==> src/rtl/hazard_stall_unit_if.sv <==
// Hazard unit <-> pipeline bundle: ID-stage metadata in,
// stall/bubble/flush and tracked register numbers out.
interface hazard_stall_unit_if #(
  parameter int REG_W = 5
);
  logic             ID_valid;
  logic [REG_W-1:0] ID_Rn;
  logic [REG_W-1:0] ID_Rm;
  logic [REG_W-1:0] ID_Rd;
  logic             ID_useRn;
  logic             ID_useRm;
  logic             ID_RegWrite;
  logic             ID_MemRead;
  logic             ID_isCB;
  logic             ID_brTaken;

  logic             stall;
  logic             bubble;
  logic             flush;
  logic [REG_W-1:0] IDEX_Rd;
  logic [REG_W-1:0] IDEX_Rn;
  logic [REG_W-1:0] IDEX_Rm;
  logic [REG_W-1:0] EXMEM_Rd;
  logic [REG_W-1:0] MEMWB_Rd;
  logic             EXMEM_RegWrite;
  logic             MEMWB_RegWrite;

  modport master (
    output ID_valid, ID_Rn, ID_Rm, ID_Rd,
    output ID_useRn, ID_useRm, ID_RegWrite,
    output ID_MemRead, ID_isCB, ID_brTaken,
    input  stall, bubble, flush,
    input  IDEX_Rd, IDEX_Rn, IDEX_Rm,
    input  EXMEM_Rd, MEMWB_Rd,
    input  EXMEM_RegWrite, MEMWB_RegWrite
  );

  modport slave (
    input  ID_valid, ID_Rn, ID_Rm, ID_Rd,
    input  ID_useRn, ID_useRm, ID_RegWrite,
    input  ID_MemRead, ID_isCB, ID_brTaken,
    output stall, bubble, flush,
    output IDEX_Rd, IDEX_Rn, IDEX_Rm,
    output EXMEM_Rd, MEMWB_Rd,
    output EXMEM_RegWrite, MEMWB_RegWrite
  );
endinterface

==> src/rtl/hazard_stall_unit.sv <==
// LEGv8 load-use / CBZ hazard detector with shadow pipeline.
// Optional stall/flush counters under HAZ_PERF_CNT_EN.
module hazard_stall_unit #(
  parameter int REG_W    = 5,
  parameter int ZERO_REG = 31
) (
  input  logic clk,
  input  logic reset,
  hazard_stall_unit_if.slave hz
`ifdef HAZ_PERF_CNT_EN
  ,
  output logic [31:0] stall_cnt,
  output logic [31:0] flush_cnt
`endif
);

  localparam logic [REG_W-1:0] ZR = REG_W'(ZERO_REG);

  typedef struct packed {
    logic [REG_W-1:0] rd;
    logic [REG_W-1:0] rn;
    logic [REG_W-1:0] rm;
    logic             reg_write;
    logic             mem_read;
  } id_ex_t;

  typedef struct packed {
    logic [REG_W-1:0] rd;
    logic             reg_write;
    logic             mem_read;
  } ex_mem_t;

  typedef struct packed {
    logic [REG_W-1:0] rd;
    logic             reg_write;
  } mem_wb_t;

  localparam id_ex_t  IDEX_NOP  = '{ZR, ZR, ZR, 1'b0, 1'b0};
  localparam ex_mem_t EXMEM_NOP = '{ZR, 1'b0, 1'b0};
  localparam mem_wb_t MEMWB_NOP = '{ZR, 1'b0};

  id_ex_t  idex_q;
  ex_mem_t exmem_q;
  mem_wb_t memwb_q;
  logic    first_q;

  logic lu;
  logic cb1;
  logic cb2;
  logic stall_raw;
  logic bubble_raw;
  logic quiet;
  id_ex_t idex_d;

  always_comb begin
    lu = idex_q.mem_read && idex_q.rd != ZR &&
         ((hz.ID_useRn && hz.ID_Rn == idex_q.rd) ||
          (hz.ID_useRm && hz.ID_Rm == idex_q.rd));
    cb1 = hz.ID_isCB && idex_q.reg_write &&
          hz.ID_Rm != ZR && idex_q.rd == hz.ID_Rm;
    cb2 = hz.ID_isCB && exmem_q.mem_read &&
          hz.ID_Rm != ZR && exmem_q.rd == hz.ID_Rm;
    stall_raw  = hz.ID_valid && (lu || cb1 || cb2);
    bubble_raw = stall_raw || !hz.ID_valid;
    // Controls stay quiet during reset and the cycle after it.
    quiet = reset || first_q;
  end

  always_comb begin
    idex_d = IDEX_NOP;
    if (!bubble_raw) begin
      idex_d.rd        = hz.ID_Rd;
      idex_d.rn        = hz.ID_Rn;
      idex_d.rm        = hz.ID_Rm;
      idex_d.reg_write = hz.ID_RegWrite;
      idex_d.mem_read  = hz.ID_MemRead;
    end
  end

  always_ff @(posedge clk) begin
    if (reset) begin
      idex_q  <= IDEX_NOP;
      exmem_q <= EXMEM_NOP;
      memwb_q <= MEMWB_NOP;
      first_q <= 1'b1;
    end else begin
      idex_q  <= idex_d;
      exmem_q <= '{idex_q.rd, idex_q.reg_write,
                   idex_q.mem_read};
      memwb_q <= '{exmem_q.rd, exmem_q.reg_write};
      first_q <= 1'b0;
    end
  end

  assign hz.stall  = !quiet && stall_raw;
  assign hz.bubble = !quiet && bubble_raw;
  assign hz.flush  = !quiet && hz.ID_valid &&
                     hz.ID_isCB && hz.ID_brTaken &&
                     !stall_raw;

  assign hz.IDEX_Rd        = idex_q.rd;
  assign hz.IDEX_Rn        = idex_q.rn;
  assign hz.IDEX_Rm        = idex_q.rm;
  assign hz.EXMEM_Rd       = exmem_q.rd;
  assign hz.EXMEM_RegWrite = exmem_q.reg_write;
  assign hz.MEMWB_Rd       = memwb_q.rd;
  assign hz.MEMWB_RegWrite = memwb_q.reg_write;

`ifdef HAZ_PERF_CNT_EN
  always_ff @(posedge clk) begin
    if (reset) begin
      stall_cnt <= '0;
      flush_cnt <= '0;
    end else begin
      if (hz.stall && stall_cnt != '1)
        stall_cnt <= stall_cnt + 32'd1;
      if (hz.flush && flush_cnt != '1)
        flush_cnt <= flush_cnt + 32'd1;
    end
  end
`endif

endmodule

==> src/flat_wrapper.sv <==
// flat-port wrapper written by rule: the top's interface ports become plain ports
module hazard_stall_unit_flat 
#(
  parameter int REG_W    = 5,
  parameter int ZERO_REG = 31
)
  (clk, reset, hz_ID_valid, hz_ID_Rn, hz_ID_Rm, hz_ID_Rd, hz_ID_useRn, hz_ID_useRm, hz_ID_RegWrite, hz_ID_MemRead, hz_ID_isCB, hz_ID_brTaken, hz_stall, hz_bubble, hz_flush, hz_IDEX_Rd, hz_IDEX_Rn, hz_IDEX_Rm, hz_EXMEM_Rd, hz_MEMWB_Rd, hz_EXMEM_RegWrite, hz_MEMWB_RegWrite);
  hazard_stall_unit_if #(.REG_W(REG_W)) hz_i ();
  input  logic clk;
  input  logic reset;
  input wire logic [$bits(hz_i.ID_valid)-1:0] hz_ID_valid;
  input wire logic [$bits(hz_i.ID_Rn)-1:0] hz_ID_Rn;
  input wire logic [$bits(hz_i.ID_Rm)-1:0] hz_ID_Rm;
  input wire logic [$bits(hz_i.ID_Rd)-1:0] hz_ID_Rd;
  input wire logic [$bits(hz_i.ID_useRn)-1:0] hz_ID_useRn;
  input wire logic [$bits(hz_i.ID_useRm)-1:0] hz_ID_useRm;
  input wire logic [$bits(hz_i.ID_RegWrite)-1:0] hz_ID_RegWrite;
  input wire logic [$bits(hz_i.ID_MemRead)-1:0] hz_ID_MemRead;
  input wire logic [$bits(hz_i.ID_isCB)-1:0] hz_ID_isCB;
  input wire logic [$bits(hz_i.ID_brTaken)-1:0] hz_ID_brTaken;
  output wire logic [$bits(hz_i.stall)-1:0] hz_stall;
  output wire logic [$bits(hz_i.bubble)-1:0] hz_bubble;
  output wire logic [$bits(hz_i.flush)-1:0] hz_flush;
  output wire logic [$bits(hz_i.IDEX_Rd)-1:0] hz_IDEX_Rd;
  output wire logic [$bits(hz_i.IDEX_Rn)-1:0] hz_IDEX_Rn;
  output wire logic [$bits(hz_i.IDEX_Rm)-1:0] hz_IDEX_Rm;
  output wire logic [$bits(hz_i.EXMEM_Rd)-1:0] hz_EXMEM_Rd;
  output wire logic [$bits(hz_i.MEMWB_Rd)-1:0] hz_MEMWB_Rd;
  output wire logic [$bits(hz_i.EXMEM_RegWrite)-1:0] hz_EXMEM_RegWrite;
  output wire logic [$bits(hz_i.MEMWB_RegWrite)-1:0] hz_MEMWB_RegWrite;
  assign hz_i.ID_valid = hz_ID_valid;
  assign hz_i.ID_Rn = hz_ID_Rn;
  assign hz_i.ID_Rm = hz_ID_Rm;
  assign hz_i.ID_Rd = hz_ID_Rd;
  assign hz_i.ID_useRn = hz_ID_useRn;
  assign hz_i.ID_useRm = hz_ID_useRm;
  assign hz_i.ID_RegWrite = hz_ID_RegWrite;
  assign hz_i.ID_MemRead = hz_ID_MemRead;
  assign hz_i.ID_isCB = hz_ID_isCB;
  assign hz_i.ID_brTaken = hz_ID_brTaken;
  assign hz_stall = hz_i.stall;
  assign hz_bubble = hz_i.bubble;
  assign hz_flush = hz_i.flush;
  assign hz_IDEX_Rd = hz_i.IDEX_Rd;
  assign hz_IDEX_Rn = hz_i.IDEX_Rn;
  assign hz_IDEX_Rm = hz_i.IDEX_Rm;
  assign hz_EXMEM_Rd = hz_i.EXMEM_Rd;
  assign hz_MEMWB_Rd = hz_i.MEMWB_Rd;
  assign hz_EXMEM_RegWrite = hz_i.EXMEM_RegWrite;
  assign hz_MEMWB_RegWrite = hz_i.MEMWB_RegWrite;
  hazard_stall_unit #(.REG_W(REG_W), .ZERO_REG(ZERO_REG)) u_core (.clk(clk), .reset(reset), .hz(hz_i));
endmodule
==> config.mk <==
export PLATFORM = sky130hd
export DESIGN_NAME = hazard_stall_unit_flat
export DESIGN_NICKNAME = d
export VERILOG_FILES = /design/src/rtl/hazard_stall_unit_if.sv /design/src/rtl/hazard_stall_unit.sv /design/src/flat_wrapper.sv
export SDC_FILE = /design/constraint.sdc
export NUM_CORES = 1
export LEC_CHECK = 0
export CAP_MARGIN = 20
export CORE_UTILIZATION = 35
export DETAILED_ROUTE_END_ITERATION = 10
export PLACE_DENSITY = 0.68
export REMOVE_ABC_BUFFERS = 1
export SLEW_MARGIN = 20
export SYNTH_ARGS = -nofsm -noshare
export SYNTH_HDL_FRONTEND = slang
export SYNTH_SLANG_ARGS = --single-unit
export TNS_END_PERCENT = 100
==> constraint.sdc <==
create_clock -name clk -period 3.6 [get_ports clk]
set_input_delay 0.36 -clock clk [delete_from_list [all_inputs] [get_ports clk]]
set_output_delay 0.36 -clock clk [all_outputs]
set_load 0.1 [all_outputs]
==> impl_summary.txt <==
----------------------------------------------------
[Status]
  Status ... completed

[Timing]
  Max-slew headroom ... between 30% and 40%
  Final clock skew ... 0.008838 ns
  Total negative setup slack ... 0 ns
  RSZ-0062 raised after global routing ... no
  Setup-failing EPs final ... 0
  Actual slew at the worst max-slew pin ... 0.9706 ns
  Hold violation count in the final report ... 0
  Min setup slack post-route ... 0.9157 ns
  Max-slew violation count ... 0
  Minimum period implied by the final worst setup slack ... between 2 and 3 ns
  FMAX ... about 370 MHz
  Final worst path period share ... between 70 and 80%

[Placed design]
  Pre-CTS setup slack ... about 0.92 ns
  Placed wire-length estimate after detailed placement ... about 1.8 mm
  Gp weighted congestion ... about 0.87
  # port buffers ... 53

[Synthesis]
  Mean cell area of the mapped netlist ... between 10 and 15 um2
  Most frequent cell after synthesis ... dfxtp_1
  Register bit total from synthesis ... 31
  Cell type with the largest total area after synthesis ... dfxtp_1
  Count of synthesis-stage warnings from yosys ... 0
  Portion of the post-synthesis area used by sequential elements ... about half
  Gate count of the mapped netlist ... between 100 and 150
  Share of async-settable or async-resettable flops after synthesis ... 0%
  Main area contributors after synthesis ... dfxtp_1, buf_4, xnor2_1, or3_1, or2_2
  Top cells by count, synth ... dfxtp_1, buf_4, or3_1, xnor2_1, or2_2
  Share of Yosys cell area claimed by the top area cell type ... around half
  Most used DFF post-synth ... dfxtp_1
  Mapped Area ... approximately 1300 um2
  Number of distinct library cell variants in the gate-level netlist after synthesis ... 21
  Number of synthesized flops with an enable pin ... 0

[Power and ir drop]
  Overall Power ... between 0.7 and 0.8 mW
  Leakage power of the design ... between 0.6 and 0.7 nW
  Areal power density over the cells ... ~410 nW/um2
  Worst vdd rail ir drop ... about 130 uV

[Drt]
  1st-pass router iterations ... 4
  Overall via count from detail_route ... about 900
  Final ANT Viol Nets ... 0
  DRC violations left ... 0
  Initial drt markers ... 36
  Final wirelength ... around 2.5 mm
  Per-cell routed wire length ... 11.88 um
  Post-DR vias/cell ... around 4.4

[Floorplan]
  Die Width ... approximately 62 um
  Core region area ... approximately 3400 um2
  Initial standard-cell utilization of the core ... approximately 37%
  Die area ... ~3800 um2
  FP Rows ... 21
  Height of the die ... between 60 and 70 um
  IO Count ... 54

[Global route]
  Total global routing track utilization ... 13.96%
  M1 GR Usage ... 15.88%
  Residual overflow from global routing ... 0
  Highest-utilization routing layer at the global route stage ... met2
  Vias in the first global route ... a little over 800
  Antenna violations before repair ... 0
  Global-route wire length before repair ... 3.663 mm
  Pin count of the biggest net entering global routing ... 21
  Met3 global-route usage ... 6.004%
  Met2 usage ... 21.66%

[Final layout]
  Share of layout cells above drive strength 1 ... approximately 14%
  Layout-stage area growth over the synthesis result ... 35.86%
  Layout filler cell count ... 297
  Antenna fix cells ... 0
  Post-layout net count ... approximately 180

[Worst setup path]
  Required time at the endpoint of the critical path ... 3.24 ns
  Kind of end point of the critical path ... output pin
  Crit path kind ... in -> out
  Max FO, Critical Path ... 20
  CP cell instances ... clkdlybuf4s50_1 > xnor2_1 > nand4_2 > o22ai_1 > a32o_2 > and3_2 > buf_4
  Delay of the slowest cell on the worst path ... roughly 0.49 ns
  Worst Path Arrival ... ~2.3 ns
  CP max-delay cell ... clkdlybuf4s50_1
  Crit-path leading delay family ... buffers and inverters
  Launching element type of the critical path ... input pin
  Number of buffers and inverters on the critical path ... 2

[Clock network]
  Number of hold buffers added after cts ... 0
  Clock Path Buffers ... 2
  Clock transition time at the flip-flop clock pins of the worst setup and hold paths ... roughly 0.080 ns
  TritonCTS buffer count ... 5
  Insertion delay of the later-clocked pin in the worst-skew pair ... around 0.33 ns
  TritonCTS clock tree ... built
  Number of setup buffers added after CTS ... 0
  Clock Root Buffer ... clkbuf_4
  CTS-repair resized insts ... 0
  Number of clock sinks ... 31
  H-tree depth reported by CTS ... 2

[Run]
  Reported max-cap violation count ... 0

[Hold path]
  Hold crit path type ... reg -> reg

----------------------------------------------------
-- registers in the layout, summed over array words and instances, names as in the netlist --
name                      cells
u_core.exmem_q                1
u_core.first_q                1
u_core.hz.EXMEM_Rd            5
u_core.hz.EXMEM_RegWrite      1
u_core.hz.IDEX_Rd             5
u_core.hz.IDEX_Rm             5
u_core.hz.IDEX_Rn             5
u_core.hz.MEMWB_Rd            5
u_core.hz.MEMWB_RegWrite      1
u_core.idex_q                 2
-- layout make-up --
class / instances / area (um2) / share of cell area [%]
timing repair buffer: 53 / 523.0 / 30.65
clock inverter: 1 / 5.005 / 0.2933
inverter: 3 / 11.26 / 0.6598
sequential: 31 / 620.6 / 36.36
tap: 46 / 57.56 / 3.372
multi-input combinational: 66 / 444.2 / 26.03
clock buffer: 7 / 45.04 / 2.639
-- cells by family (layout without fill, tap and decap cells) --
logic type,after synthesis,in the layout,synth area share [%]
and+or+nand+nor,46,46,21.81
AOI/OAI and AO/OA,5,5,3.087
xor gates and xnor gates,15,15,10.46
buffers and inverters,27,64,15.24
DFF,31,31,49.40
-- final timing paths --
kind	from	to	cells after the start	slack, ns
max	hz_ID_Rm[0]	hz_stall	7	0.92
max reg2reg	u_core.hz.IDEX_Rd[0]	u_core.hz.IDEX_Rn[1]	5	1.97
min reg2reg	u_core.idex_q[0]	u_core.exmem_q[0]	1	0.47
min	u_core.idex_q[0]	u_core.exmem_q[0]	1	0.47
-- per-stage QoR --
step	cell area, um2	instances	util (%)	hold slack, ns
global placement	1657	199	48.87	0.4503
CTS	1707	207	50.35	0.4730
floorplan	1076	100	-	0.3877
detailed placement	1657	199	48.87	0.4605
global route	1707	207	50.35	0.4827
finish	1707	207	50.35	0.4682
-- where the power goes --
| part | internal, mW | switching, mW | leakage, nW |
|---|---|---|---|
| logic | 0.0554 | 0.103 | 0.375 |
| registers | 0.354 | 0.00746 | 0.255 |
| clock network | 0.0759 | 0.109 | 0.0293 |
-- cells in the final DEF (no fill, tap or decap) --
master,n
buf_4,3
or2_2,10
inv_1,3
nor2b_1,3
dfxtp_1,31
xnor2_1,15
nor2_1,2
and3_2,1
or3_1,15
a32o_2,1
clkbuf_1,2
nand4_1,2
o22ai_1,2
clkbuf_4,5
nand3_1,5
clkdlybuf4s50_1,50
clkinv_2,1
nand2_1,3
o21a_1,2
and3_1,1
nand2b_1,1
nor3_1,2
nand4_2,1
-- routing by layer --
metal / wire length [um] / share of wire [%]
met1: 1126 / 46
met2: 1090 / 44
met3: 173 / 7.0
met4: 70 / 2.8
met5: 0 / 0
(Power assumes the default switching activity.)
